$ cat config.mk
export PLATFORM = sky130hd
export DESIGN_NAME = mem_ctrl
export DESIGN_NICKNAME = d
export VERILOG_FILES = /design/src/rtl/mem_ctrl.sv
export SDC_FILE = /design/constraint.sdc
export NUM_CORES = 1
export LEC_CHECK = 0
export ABC_AREA = 0
export CORE_MARGIN = 2
export CORE_UTILIZATION = 46
export CTS_CLUSTER_DIAMETER = 40
export CTS_CLUSTER_SIZE = 20
export DETAILED_ROUTE_END_ITERATION = 10
export GPL_ROUTABILITY_DRIVEN = 0
export GPL_TIMING_DRIVEN = 0
export PLACE_DENSITY = 0.78
export SETUP_SLACK_MARGIN = 0.15
export SLEW_MARGIN = 10
export SYNTH_ARGS = -nofsm -noshare
export SYNTH_HDL_FRONTEND = slang
export SYNTH_SLANG_ARGS = --single-unit
$ cat constraint.sdc
create_clock -name clk_in -period 2.9 [get_ports clk_in]
set_input_delay 0.29 -clock clk_in [delete_from_list [all_inputs] [get_ports clk_in]]
set_output_delay 0.29 -clock clk_in [all_outputs]
set_load 0.005 [all_outputs]
$ cat src/rtl/mem_ctrl.sv
// Data-side memory responder: serialises one byte/half/word load or store onto a
// byte-wide RAM/IO port and returns a registered one-cycle completion pulse.
module mem_ctrl (
    input  logic        clk_in,
    input  logic        rst_in,
    input  logic        rdy_in,
    input  logic        cache_valid,
    input  logic        cache_wr,
    input  logic [2:0]  cache_size,
    input  logic [31:0] cache_addr,
    input  logic [31:0] cache_value,
    output logic        cache_ready,
    output logic [31:0] cache_res,
    input  logic [7:0]  mem_din,
    output logic [7:0]  mem_dout,
    output logic [31:0] mem_a,
    output logic        mem_wr,
    input  logic        io_buffer_full
);
    typedef enum logic [1:0] {IDLE, READ, WRITE, DONE} state_e;

    state_e          state_q, state_d;
    logic [31:0]     addr_q, addr_d;
    logic [31:0]     value_q, value_d;
    logic [31:0]     res_q, res_d;
    logic [2:0]      size_q, size_d;
    logic [2:0]      idx_q, idx_d;
    logic [3:0][7:0] rbuf_q, rbuf_d;
    logic            iss_vld_q, iss_vld_d;
    logic [1:0]      iss_idx_q, iss_idx_d;
    logic            ready_q, ready_d;
    logic            rdy_prev_q;

    logic [2:0]      nbytes;
    logic            io_stall;
    logic            sgn;
    logic [31:0]     val_sh;
    logic [3:0][7:0] bytes_w;

    always_comb begin
        case (size_q[1:0])
            2'd0:    nbytes = 3'd1;
            2'd1:    nbytes = 3'd2;
            default: nbytes = 3'd4;
        endcase
    end

    assign io_stall    = (addr_q[17:16] == 2'b11) && io_buffer_full;
    assign sgn         = ~size_q[2];
    assign val_sh      = value_q >> {idx_q[1:0], 3'b000};
    assign cache_ready = ready_q;
    assign cache_res   = res_q;

    always_comb begin
        mem_a    = '0;
        mem_dout = '0;
        mem_wr   = 1'b0;
        case (state_q)
            WRITE: begin
                mem_a    = addr_q + {29'd0, idx_q};
                mem_dout = val_sh[7:0];
                mem_wr   = rdy_in && !io_stall;
            end
            READ:    mem_a = addr_q + {29'd0, idx_q};
            default: ;
        endcase
    end

    always_comb begin
        state_d   = state_q;
        addr_d    = addr_q;
        value_d   = value_q;
        size_d    = size_q;
        idx_d     = idx_q;
        rbuf_d    = rbuf_q;
        iss_vld_d = 1'b0;
        iss_idx_d = iss_idx_q;
        ready_d   = 1'b0;
        res_d     = '0;
        // mem_din belongs to whatever index was issued in the previous cycle
        bytes_w   = rbuf_q;
        if (iss_vld_q) bytes_w[iss_idx_q] = mem_din;
        case (state_q)
            IDLE: if (cache_valid) begin
                addr_d  = cache_addr;
                value_d = cache_value;
                size_d  = cache_size;
                idx_d   = '0;
                state_d = cache_wr ? WRITE : READ;
            end
            WRITE: if (!io_stall) begin
                idx_d = idx_q + 3'd1;
                if (idx_q == nbytes - 3'd1) begin
                    state_d = DONE;
                    ready_d = 1'b1;
                end
            end
            READ: if (!rdy_prev_q) begin
                // first edge after a pause: the RAM pipe is stale, start over
                idx_d = '0;
            end else begin
                rbuf_d    = bytes_w;
                iss_vld_d = idx_q < nbytes;
                iss_idx_d = idx_q[1:0];
                if (idx_q < nbytes) idx_d = idx_q + 3'd1;
                if (iss_vld_q && ({1'b0, iss_idx_q} == nbytes - 3'd1)) begin
                    state_d = DONE;
                    ready_d = 1'b1;
                    case (size_q[1:0])
                        2'd0:    res_d = {{24{bytes_w[0][7] & sgn}}, bytes_w[0]};
                        2'd1:    res_d = {{16{bytes_w[1][7] & sgn}}, bytes_w[1], bytes_w[0]};
                        default: res_d = bytes_w;
                    endcase
                end
            end
            DONE:    state_d = IDLE;
            default: state_d = IDLE;
        endcase
    end

    always_ff @(posedge clk_in or negedge rst_in) begin
        if (!rst_in) begin
            state_q    <= IDLE;
            addr_q     <= '0;
            value_q    <= '0;
            size_q     <= '0;
            idx_q      <= '0;
            rbuf_q     <= '0;
            iss_vld_q  <= 1'b0;
            iss_idx_q  <= '0;
            ready_q    <= 1'b0;
            res_q      <= '0;
            rdy_prev_q <= 1'b0;
        end else begin
            rdy_prev_q <= rdy_in;
            if (rdy_in) begin
                state_q   <= state_d;
                addr_q    <= addr_d;
                value_q   <= value_d;
                size_q    <= size_d;
                idx_q     <= idx_d;
                rbuf_q    <= rbuf_d;
                iss_vld_q <= iss_vld_d;
                iss_idx_q <= iss_idx_d;
                ready_q   <= ready_d;
                res_q     <= res_d;
            end
        end
    end
endmodule

Word level (Yosys, flattened, before mapping)
Cells that the tools add are included.
- bits in registers: 141
- output and inout port bits: 74
- logic and storage cells: 81
- memory bits (writable): 0
- latch bits: 0
- memory bits (read-only): 0
- memories kept: 0
- $add $sub $neg: 3
- shift operators: 1
- eq/ne operators: 13
- muxes and demuxes: 31
- reductions and logical operators: 13
- divide/modulo/power cells: 0
- order comparisons: 3
- multipliers: 0
- bitwise operators: 3
- operator list (operator ; count):
    2-to-1 mux 32 bit ; 5
    case mux 32 bit (2 select lines) ; 1
    adder 32 x 3 -> 32 bit ; 1
    bitwise mux 32 bit ; 1
    right shift 32 x 5 -> 8 bit ; 1
    demux 8 bit (select 2 bit) ; 1
    2-to-1 mux 8 bit ; 2
    2-to-1 mux 2 bit ; 6
    2-to-1 mux 3 bit ; 4
    inequality test 2 bit, second input constant ; 5
    case mux 3 bit (3 select lines) ; 1
    case mux 2 bit (4 select lines) ; 1
    2-to-1 mux 1 bit ; 7
    equality test 2 bit, second input constant ; 3
    case mux 3 bit (2 select lines) ; 1
    AND reduction 3 bit ; 2
    AND reduction 6 bit ; 1
    AND reduction 5 bit ; 1
    equality test 2 x 1 -> 1 bit, second input constant ; 2
    logical AND 1 bit ; 4
    logical NOT 2 bit ; 2
    adder 3 x 1 -> 3 bit, second input constant ; 1
    equality test 2 x 3 -> 1 bit ; 1
    equality test 3 bit ; 1
    other kinds (11) ; 12

Logic depth before layout (Yosys ltp)
Gate-level depths: netlist of the first run.
- depth in word-level cells: 11
- gate-level depth with buffers: 9
- gate-level depth less buffers: 8

Worst setup path before layout of the first run
OpenSTA, ideal clock, no wires.
- path type: register to output
- start: register idx_q[1]
- end: output port mem_a[14]
- data required time: 2.610 ns
- data arrival time: 2.559 ns
- stages on the path, launching flop included: 9
- slack: 0.051 ns
- path through: dfrtp_1 -> clkbuf_1 -> inv_1 -> fa_1 -> nand2b_1 -> a2111o_1 -> buf_2 -> or3_1 -> a21boi_1
- cells in the longest elaborated chain, start to end: 2
- RTL lines (element ; line ; source):
    from (decl) ; 27 ; logic [2:0] idx_q, idx_d;
    from (signal assigned) ; 141 ; idx_q <= idx_d;
    adder 32 x 3 -> 32 bit ; 60, 64 ;
    2-to-1 mux 32 bit ; -- ;
    to (decl) ; 16 ; output logic [31:0] mem_a,
No other way between the ends.

Worst setup path in the final report of the first run
- start: register idx_q[1]
- end: output port mem_a[26]
Same word-level chain as after synthesis.

==> results of run 1 <==
-- worst max-delay path, cell delays in order, from the launching register on --
cell	delay [ps]
dfrtp_2	390
clkbuf_16	130
inv_1	60
fa_2	350
nand2b_4	150
a2111o_1	410
buf_6	160
buf_4	140
nor3_4	200
xor2_1	160
and2_1	130
buf_2	110
-- cells by family after synthesis --
logic type	Yosys count
AOI/OAI and AO/OA	100
xor gates and xnor gates	26
adders and majority gates	11
buffers and inverters	88
DFF	141
muxes	115
and+or+nand+nor	167
-- per-stage QoR --
step | area [um^2] | setup TNS, ps | util [%] | setup slack [ps] | std cells
floorplan | 7231 | 0 | - | 192.5 | 648
global placement | 9036 | -559300 | 59.22 | -3929 | 1013
detailed placement | 9065 | -6478 | 59.41 | -760.2 | 1014
CTS | 9955 | -1903 | 65.24 | -214.0 | 1066
global route | 10050 | -2864 | 65.88 | -325.4 | 1070
finish | 10050 | -1484 | 65.88 | -205.0 | 1070
-- where the power goes --
part / switching, uW / internal [uW]
registers: 511 / 2570
clock network: 816 / 1280
logic: 1570 / 1860
total: 2890 / 5710
-- how the worst max path moves through the flow --
stage	endpoint	slack [ps]	depth (start not counted)
6_report	mem_a[26]	-200	11
5_1_grt	mem_a[26]	-330	11
4_1_cts	mem_a[24]	-210	10
3_5_place_dp	mem_a[18]	-760	9
3_3_place_gp	value_q[10]$_DFFE_PN0P_	-3930	1
2_1_floorplan	mem_a[14]	190	8
-- area by class of cell --
class / instances / area, um^2 / area share (%)
multi-input combinational: 419 / 3603 / 35.85
sequential: 141 / 3532 / 35.14
timing repair buffer: 181 / 1694 / 16.85
clock buffer: 21 / 450.4 / 4.481
tap: 211 / 264.0 / 2.626
buffer: 36 / 200.2 / 1.992
inverter: 51 / 191.4 / 1.904
clock inverter: 10 / 116.4 / 1.158
-- sequential cells by signal, summed over array words and instances (netlist names) --
| signal | flops |
|---|---|
| addr_q | 32 |
| cache_ready | 1 |
| cache_res | 32 |
| idx_q | 3 |
| iss_idx_q | 2 |
| iss_vld_q | 1 |
| rbuf_q | 32 |
| rdy_prev_q | 1 |
| size_q | 3 |
| state_q | 2 |
| value_q | 32 |
-- timing repair --
item                                   CTS  global route
setup buffers                           20             4
cloned                                   1             0
hold buffers                             1             0
setup endpoints to repair               41            34
resized for setup                      114            41
endpoints found under the hold margin   50             0
pin swaps                               28            14
-- per-layer routing --
layer | vias to the layer above | part of all wire (%)
met5 | - | 0
met4 | 0 | 2.6
met3 | 36 | 6.0
met2 | 204 | 51
met1 | 2810 | 41
li1 | 2661 | -
-- cells in the mapped netlist (all sizes together) (6+ instances only) --
master  instances  area, um^2
and2           48       300.3
buf            13       68.82
clkbuf         24       90.09
dfrtp         141        3528
ha             10       125.1
inv            51       191.4
mux2           74       833.3
mux2i          33       330.3
mux4            8       180.2
nand2          47       176.4
nand3          11       55.05
nor2            6       22.52
nor3           12       80.08
o21a            9       67.56
o21ai          36       180.2
o22ai          33       269.0
xnor2          12       105.1
xor2           14       122.6
==> flow_metrics.tcl, run 1 <==
set metrics [dict create \
    min_to "rdy_prev_q$_DFF_PN0_" \
    synth_top_family_by_area "multiplexers" \
    crit_required_ps 2610 \
    r2r_cells 7 \
    clk_latency_ps 420 \
    ctsRootBufferMaster "clkbuf_16" \
    dp_hpwl_mm 13.31 \
    cts_sinks 141 \
    die_h_um 129.4 \
    start_util_pct 47.38 \
    num_vias 5711 \
    grtUsageTotal_pct 23.66 \
    setup_viol 11 \
    routed_wl_mm 19.20 \
    critPathLaunch "idx_q[1]$_DFFE_PN0P_" \
    antenna_cells 0 \
    cp.arrival_ps 2810 \
    gr-total-overflow 0 \
    synth-xor-area-share_pct 3.150 \
    drt_iter0_markers 308 \
    power_density_nw_per_um2 855.7 \
    fin_nets 939 \
    final_cell_mix "dfrtp_1 (138), clkdlybuf4s50_1 (129), mux2_2 (74)" \
    setup_ws_ps -205.0 \
    viasPerCell 5.337 \
    violations "negative setup slack" \
    cts_buffer_depth 2 \
    io_pins 155 \
    vdd_drop_max_mv 0.4920 \
    met3_usage_pct 4.831 \
    synthSimpleGateAreaFrac_pct 13.08 \
    finalPower_uw 8602 \
    synth_compound_area_share_pct 9.519 \
    criticalPathCategory "reg2out" \
    async_reset_ff_share_pct 100.0 \
    grt_use_met1_pct 29.28 \
    drcViolationCount 0 \
    finalCritPeriodShare_pct 107.1 \
    fin_crit_ps 3105 \
    syn_nets 740 \
    met2_usage_pct 40.22 \
    hold_path_depth 1 \
    mappedNetlistArea_um2 7229 \
    dr.pass1.iters 4 \
    rr_startpoint "size_q[1]$_DFFE_PN0P_" \
    ff2ff_setup_slack_ps 400 \
    h-tree-depth 4 \
    row_count 45 \
    start_kind "register" \
    clkSlewWorstSetupHoldPaths_ps 60 \
    grt_max_degree 92 \
    drv_slew 0 \
    synthMuxAreaShare_pct 18.59 \
    r2r-end "state_q[0]$_DFFE_PN0P_" \
    final_common_cell "dfrtp_1" \
    end_kind "output pin" \
    min-delay-start "rdy_in" \
    rsz0062_at_grt "yes" \
    grt_pass1_wl_mm 30.51 \
    dieArea_um2 16740 \
    yosys_warnings 0 \
    worst_pin_slew_ps 743.9 \
    slew_headroom_pct 50.41 \
    fin_worst_skew_ps 7.216 \
    synth_seq_cells 141 \
    synth_fa_ha_area_share_pct 2.008 \
    nFillCells 1176 \
    cts_buffers 17 \
    seq_area_frac_synth_pct 48.81 \
    synth.distinct_cells 54 \
    syn_avg_cell_area_um2 11.16 \
    status "finished, violations left" \
    crit_fanout 5 \
    ys.flop_type "dfrtp_1" \
    fp.dieW_um 129.4 \
    antenna_left 0 \
    synth_edf_count 0 \
    grt_pass1_vias 5982 \
    grt.busiest_layer "met2" \
    fmax_mhz 322.1 \
    tritoncts "yes" \
    syn_to_final_growth_pct 39.04 \
    drv_cap 0 \
    hold_ws_ps 348.7 \
    p_leak_uw 0.004495 \
    port_buffers 154 \
    drive_gt1_share_pct 25.38 \
    wl_per_cell_um 17.95 \
    final_hold_viol_count 0 \
    min_path_type "in2reg" \
    antenna_found_initial 0 \
    fp.coreArea_um2 15260 \
    syn_inst 648 \
]
Note: power is estimated with default switching activity, not from simulation.
==> run 2, diff against run 1 <==
--- a/config.mk
+++ b/config.mk
@@ -6,7 +6,8 @@
 export NUM_CORES = 1
 export LEC_CHECK = 0
 export ABC_AREA = 0
-export CORE_MARGIN = 2
+export CORE_ASPECT_RATIO = 1.25
+export CORE_MARGIN = 8
 export CORE_UTILIZATION = 46
 export CTS_CLUSTER_DIAMETER = 40
 export CTS_CLUSTER_SIZE = 20
==> run 2 against run 1 <==
  * The run still ends with negative setup slack left
  * Via count shrank 0.63%
  * Core utilization is essentially flat
  * Design area grew 1.6%
  * Flip-flop and latch count is the same
  * Non-clock buffer count grew 8
  * Final cell count grew 0.93%
  * Routed wire length grew 1.9%
  * Register-to-register slack lost 70 ps
  * Power grew 2.5%
  * Worst hold slack lost 21 ps
  * First-iteration DRC count grew 6.2%
  * Die area grew 20%
==> flow_metrics.tcl, run 2 (synthesis results as in run 1) <==
set metrics [dict create \
    gr-total-overflow 0 \
    drt_iter0_markers 327 \
    worst_pin_slew_ps 746.9 \
    swShare_pct 32.88 \
    status "finished, violations left" \
    dp_hpwl_mm 13.49 \
    finalCritPeriodShare_pct 108.3 \
    fp.dieW_um 128.1 \
    nFillCells 1218 \
    die_h_um 156.2 \
    fp.coreArea_um2 15510 \
    drv_cap 0 \
    clk_latency_ps 420 \
    p_leak_uw 0.004577 \
    hold_ws_ps 328.1 \
    worst-path-buf-inv 4 \
    antenna_found_initial 1 \
    fin_nets 947 \
    cts_buffer_depth 2 \
    final_hold_viol_count 0 \
    viasPerCell 5.255 \
    slew_headroom_pct 50.21 \
    port_buffers 154 \
    cts_sinks 141 \
    p_sw_uw 2898 \
    cp.arrival_ps 2850 \
    min_path_type "in2async" \
    combinationalPowerShare_pct 38.7 \
    grt_use_met1_pct 22.50 \
    path_delay_family "adder cells" \
    crit_top_cell "buf_6" \
    multi_input_area_um2 3610 \
    ff2ff_setup_slack_ps 330 \
    dr.pass1.iters 4 \
    violations "negative setup slack" \
    setup_viol 17 \
    start_kind "register" \
    final_cell_mix "dfrtp_1 (138), clkdlybuf4s50_1 (128), mux2_2 (74)" \
    h-tree-depth 4 \
    num_vias 5675 \
    grt_pass1_vias 6148 \
    start_util_pct 46.62 \
    end_kind "output pin" \
    grt_max_degree 108 \
    io_pins 155 \
    fin_crit_ps 3141 \
    syn_to_final_growth_pct 41.23 \
    power_density_nw_per_um2 863.4 \
    critPathMaxStageDelay_ps 450 \
    tritoncts "yes" \
    final.setup.tns_ps -1995 \
    vdd_drop_max_mv 0.6085 \
    grtUsageTotal_pct 20.12 \
    crit_fanout 3 \
    antenna_left 0 \
    routed_wl_mm 19.57 \
    row_count 51 \
    power_frac_seq_pct 34.8 \
    grt.busiest_layer "met2" \
    drive_gt1_share_pct 26.76 \
    clkSlewWorstSetupHoldPaths_ps 60 \
    regArea_um2 3532 \
    criticalPathCategory "reg2out" \
    dieArea_um2 20010 \
    setup_ws_ps -240.8 \
    cp_cell_sequence "ha_4, inv_2, fa_2, nand2b_4, a2111o_1, buf_6, buf_6, nor4_4, xor2_1, and2_1, buf_2" \
    met2_usage_pct 35.69 \
    drv_slew 0 \
    drcViolationCount 0 \
    slowest_stage "a2111o_1" \
    rsz0062_at_grt "yes" \
    power.share.clock_pct 26.5 \
    final_common_cell "dfrtp_1" \
    fmax_mhz 318.4 \
    met3_usage_pct 5.369 \
    grt_pass1_wl_mm 31.52 \
    cts_buffers 17 \
    wl_per_cell_um 18.12 \
    fin_worst_skew_ps 11.10 \
    p_int_uw 5917 \
    crit_required_ps 2610 \
    ctsRootBufferMaster "clkbuf_16" \
]
-- run 2: changes by cell type in the layout (fill, tap and decap cells not counted), sizes merged, moves of 2 or more --
cell      change
clkinv        -4
inv           +2
clkbuf        -6
buf          +14
bufinv        +2
clkinvlp      +2
-- run 2: worst reg2reg max path, cell delays in order, from the launching register on --
cell,delay (ps)
dfrtp_1,430
clkbuf_1,270
nor2_2,440
ha_1,330
nor3_1,250
nand2_1,90
a221oi_1,430
mux2i_1,240
-- run 2: layer usage --
metal | vias to the layer above | wire (um)
met4 | 0 | 317
met1 | 2833 | 7684
met5 | - | 0
li1 | 2672 | -
met2 | 154 | 10360
met3 | 16 | 1212
-- run 2: final timing paths --
check / start / end / depth (start not counted)
max reg2reg: size_q[1]$_DFFE_PN0P_ / state_q[1]$_DFFE_PN0P_ / 7
min reg2reg: rbuf_q[26]$_DFFE_PN0P_ / rbuf_q[26]$_DFFE_PN0P_ / 2
max in group asynchronous: rst_in / idx_q[1]$_DFFE_PN0P_ / 3
min in group clk_in: rdy_in / rdy_prev_q$_DFF_PN0_ / 1
min: rst_in / cache_res[20]$_DFFE_PN0P_ / 2
max: idx_q[0]$_DFFE_PN0P_ / mem_a[28] / 11
-- run 2: power by group through the flow --
stage,combinational [uW],clock [uW],sequential (uW)
6_report,3410,2340,3070
5_1_grt,3750,2450,3150
4_1_cts,3420,2380,3050
3_5_place_dp,3430,0,3080
3_3_place_gp,3370,0,3050
2_1_floorplan,2070,0,2930
-- run 2: final cells by class --
| cell class | instances | share of cell area (%) |
|---|---|---|
| Antenna cell | 1 | 0.02451 |
| Buffer | 36 | 1.936 |
| Clock buffer | 19 | 4.436 |
| Clock inverter | 12 | 1.814 |
| Inverter | 51 | 1.875 |
| Multi-Input combinational cell | 419 | 35.36 |
| Sequential cell | 141 | 34.60 |
| Tap cell | 212 | 2.598 |
| Timing Repair Buffer | 189 | 17.37 |
-- run 2: through the flow --
stage	instances	area, um^2	worst slack, ps	utilization [%]	power [uW]
2_1_floorplan	648	7231	192.5	-	4996
6_report	1080	10210	-240.8	65.84	8815
5_1_grt	1080	10210	-336.0	65.84	9350
3_5_place_dp	1015	9070	-791.0	58.49	6501
3_3_place_gp	1014	9037	-4217	58.28	6421
4_1_cts	1072	10110	-207.9	65.23	8851
-- run 2: what timing repair did --
action	4_1_cts	5_1_grt
endpoints found under the setup margin	41	29
pin swaps	32	16
hold endpoints to repair	34	0
gates resized for setup	139	27
cloned	1	0
setup buffers	25	7
hold buffers	1	0
==> run 3, diff against run 2 <==
--- a/config.mk
+++ b/config.mk
@@ -7,8 +7,8 @@
 export LEC_CHECK = 0
 export ABC_AREA = 0
 export CORE_ASPECT_RATIO = 1.25
-export CORE_MARGIN = 8
 export CORE_UTILIZATION = 46
+export CTS_BUF_LIST = sky130_fd_sc_hd__clkbuf_4 sky130_fd_sc_hd__clkbuf_8 sky130_fd_sc_hd__clkbuf_16
 export CTS_CLUSTER_DIAMETER = 40
 export CTS_CLUSTER_SIZE = 20
 export DETAILED_ROUTE_END_ITERATION = 10
==> run 3 against run 2 <==
  * The flow still finishes with violations (negative setup slack)
  * Non-clock buffer count decreased by 3
  * Power decreased by 1.1%
  * Clock skew decreased by 2.0 ps
  * Register-to-register slack got worse by 70 ps
  * Worst setup slack improved by 62 ps
  * Combinational power increased by 3%
  * Critical path type unchanged
==> flow_metrics.tcl, run 3 (synthesis results as in run 1) <==
set metrics [dict create \
    violations "negative setup slack" \
    end_kind "output pin" \
    setup_viol 14 \
    h-tree-depth 4 \
    drcViolationCount 0 \
    final_common_cell "dfrtp_1" \
    num_vias 5836 \
    antenna_left 0 \
    cts_buffers 17 \
    fin_nets 944 \
    dieArea_um2 16220 \
    clk_latency_ps 420 \
    crit_fanout 3 \
    viasPerCell 5.439 \
    ff2ff_setup_slack_ps 260 \
    status "finished, violations left" \
    fmax_mhz 324.8 \
    setup_ws_ps -179.1 \
    die_h_um 142.2 \
    slowest_stage "a2111o_1" \
    cts_buffer_depth 2 \
    tritoncts "yes" \
    worstSetupEndpoint "mem_a[16]" \
    fp.dieW_um 114.1 \
    rsz0062_at_grt "yes" \
    dr.pass1.iters 5 \
    clkSlewWorstSetupHoldPaths_ps 60 \
    final_cell_mix "dfrtp_1 (138), clkdlybuf4s50_1 (128), mux2_2 (74)" \
    p_leak_uw 0.004558 \
    critPathLaunch "addr_q[0]$_DFFE_PN0P_" \
    worst_pin_slew_ps 745.5 \
    fin_area_um2 10160 \
    syn_to_final_growth_pct 40.48 \
    port_buffers 154 \
    gr-total-overflow 0 \
    r2r-end "state_q[1]$_DFFE_PN0P_" \
    antenna_found_initial 0 \
    min_path_type "in2reg" \
    fin_worst_skew_ps 9.147 \
    crit_required_ps 2610 \
    ctsRootBufferMaster "clkbuf_16" \
    final_hold_viol_count 0 \
    min-delay-start "rdy_in" \
    critPathMaxStageDelay_ps 420 \
    fp.coreArea_um2 15140 \
    dp_hpwl_mm 13.64 \
    r2r_cells 7 \
    cp_cell_sequence "ha_4, inv_2, fa_2, nand2b_4, a2111o_1, buf_6, buf_6, nand2b_4, xnor2_2, and2_1, buf_2" \
    cts_sinks 141 \
    grtUsageTotal_pct 25.60 \
    start_util_pct 47.75 \
    routed_wl_mm 19.87 \
    rr_startpoint "size_q[1]$_DFFE_PN0P_" \
    cp.arrival_ps 2790 \
    hold_ws_ps 377.6 \
    drive_gt1_share_pct 26.47 \
    row_count 50 \
    slew_headroom_pct 50.30 \
    wl_per_cell_um 18.52 \
    grt_pass1_vias 6187 \
    grt_pass1_wl_mm 31.77 \
    dpl_cell_area_um2 9061 \
    drt_iter0_markers 227 \
    drv_cap 0 \
    criticalPathCategory "reg2out" \
    antenna_cells 0 \
    finalCritPeriodShare_pct 106.2 \
    start_kind "register" \
    fin_crit_ps 3079 \
    drv_slew 0 \
    power_density_nw_per_um2 858.7 \
    vdd_drop_max_mv 0.5147 \
    io_pins 155 \
    grt_max_degree 76 \
]
run 3: layout make-up:
type / count / area, um^2
Fill cell: 1149 / 4984
Sequential cell: 141 / 3532
Tap cell: 208 / 260.3
Clock buffer: 19 / 452.9
Inverter: 51 / 191.4
Buffer: 36 / 198.9
Timing Repair Buffer: 186 / 1798
Multi-Input combinational cell: 419 / 3600
Clock inverter: 13 / 122.6
run 3: what timing repair did:
item                                   CTS  global route
endpoints found under the hold margin   66             0
setup endpoints to repair               41            32
pin swaps                               28            11
cloned                                   1             0
hold buffers                             1             0
buffers inserted                        25             4
gates resized for setup                129            37
run 3: stage by stage:
stage / util [%] / setup TNS (ps) / setup WS [ps] / total power, uW / instances
6_report: 67.08 / -1626 / -179.1 / 8721 / 1073
5_1_grt: 67.08 / -3319 / -279.5 / 9203 / 1073
4_1_cts: 66.55 / -1357 / -159.5 / 8636 / 1069
3_5_place_dp: 59.85 / -6706 / -786.5 / 6530 / 1011
3_3_place_gp: 59.66 / -544200 / -3822 / 6343 / 1010
2_1_floorplan: - / 0 / 192.5 / 4996 / 648
run 3: report_power, final:
part,internal (uW),switching (uW)
combinational,1900,1620
clock,1180,935
sequential,2570,520
run 3: critical path, delay by kind of cell, from the launching register on:
| family | cells | cell delay [ps] |
|---|---|---|
| simple gates | 3 | 480 |
| fa+ha+maj | 2 | 500 |
| xor+xnor | 1 | 160 |
| compound gates | 1 | 420 |
| buf+inv | 4 | 430 |
| flops | 1 | 390 |
run 3: worst min path at each step:
stage / cells past startpoint / slack (ps) / endpoint
after floorplan: 0 / -6 / addr_q[0]$_DFFE_PN0P_
after global placement: 2 / 460 / rbuf_q[17]$_DFFE_PN0P_
after detailed placement: 1 / 320 / cache_res[30]$_DFFE_PN0P_
after CTS: 1 / 370 / rdy_prev_q$_DFF_PN0_
after global routing: 1 / 380 / rdy_prev_q$_DFF_PN0_
final: 1 / 380 / rdy_prev_q$_DFF_PN0_
run 3: layer usage:
metal | vias to the layer above | wire length (um) | GRT usage (%)
met3 | 51 | 903 | 4.940
met1 | 2894 | 7623 | 29.25
met2 | 214 | 10640 | 44.85
met4 | 0 | 702 | 14.15
li1 | 2677 | - | -
met5 | - | 0 | 0
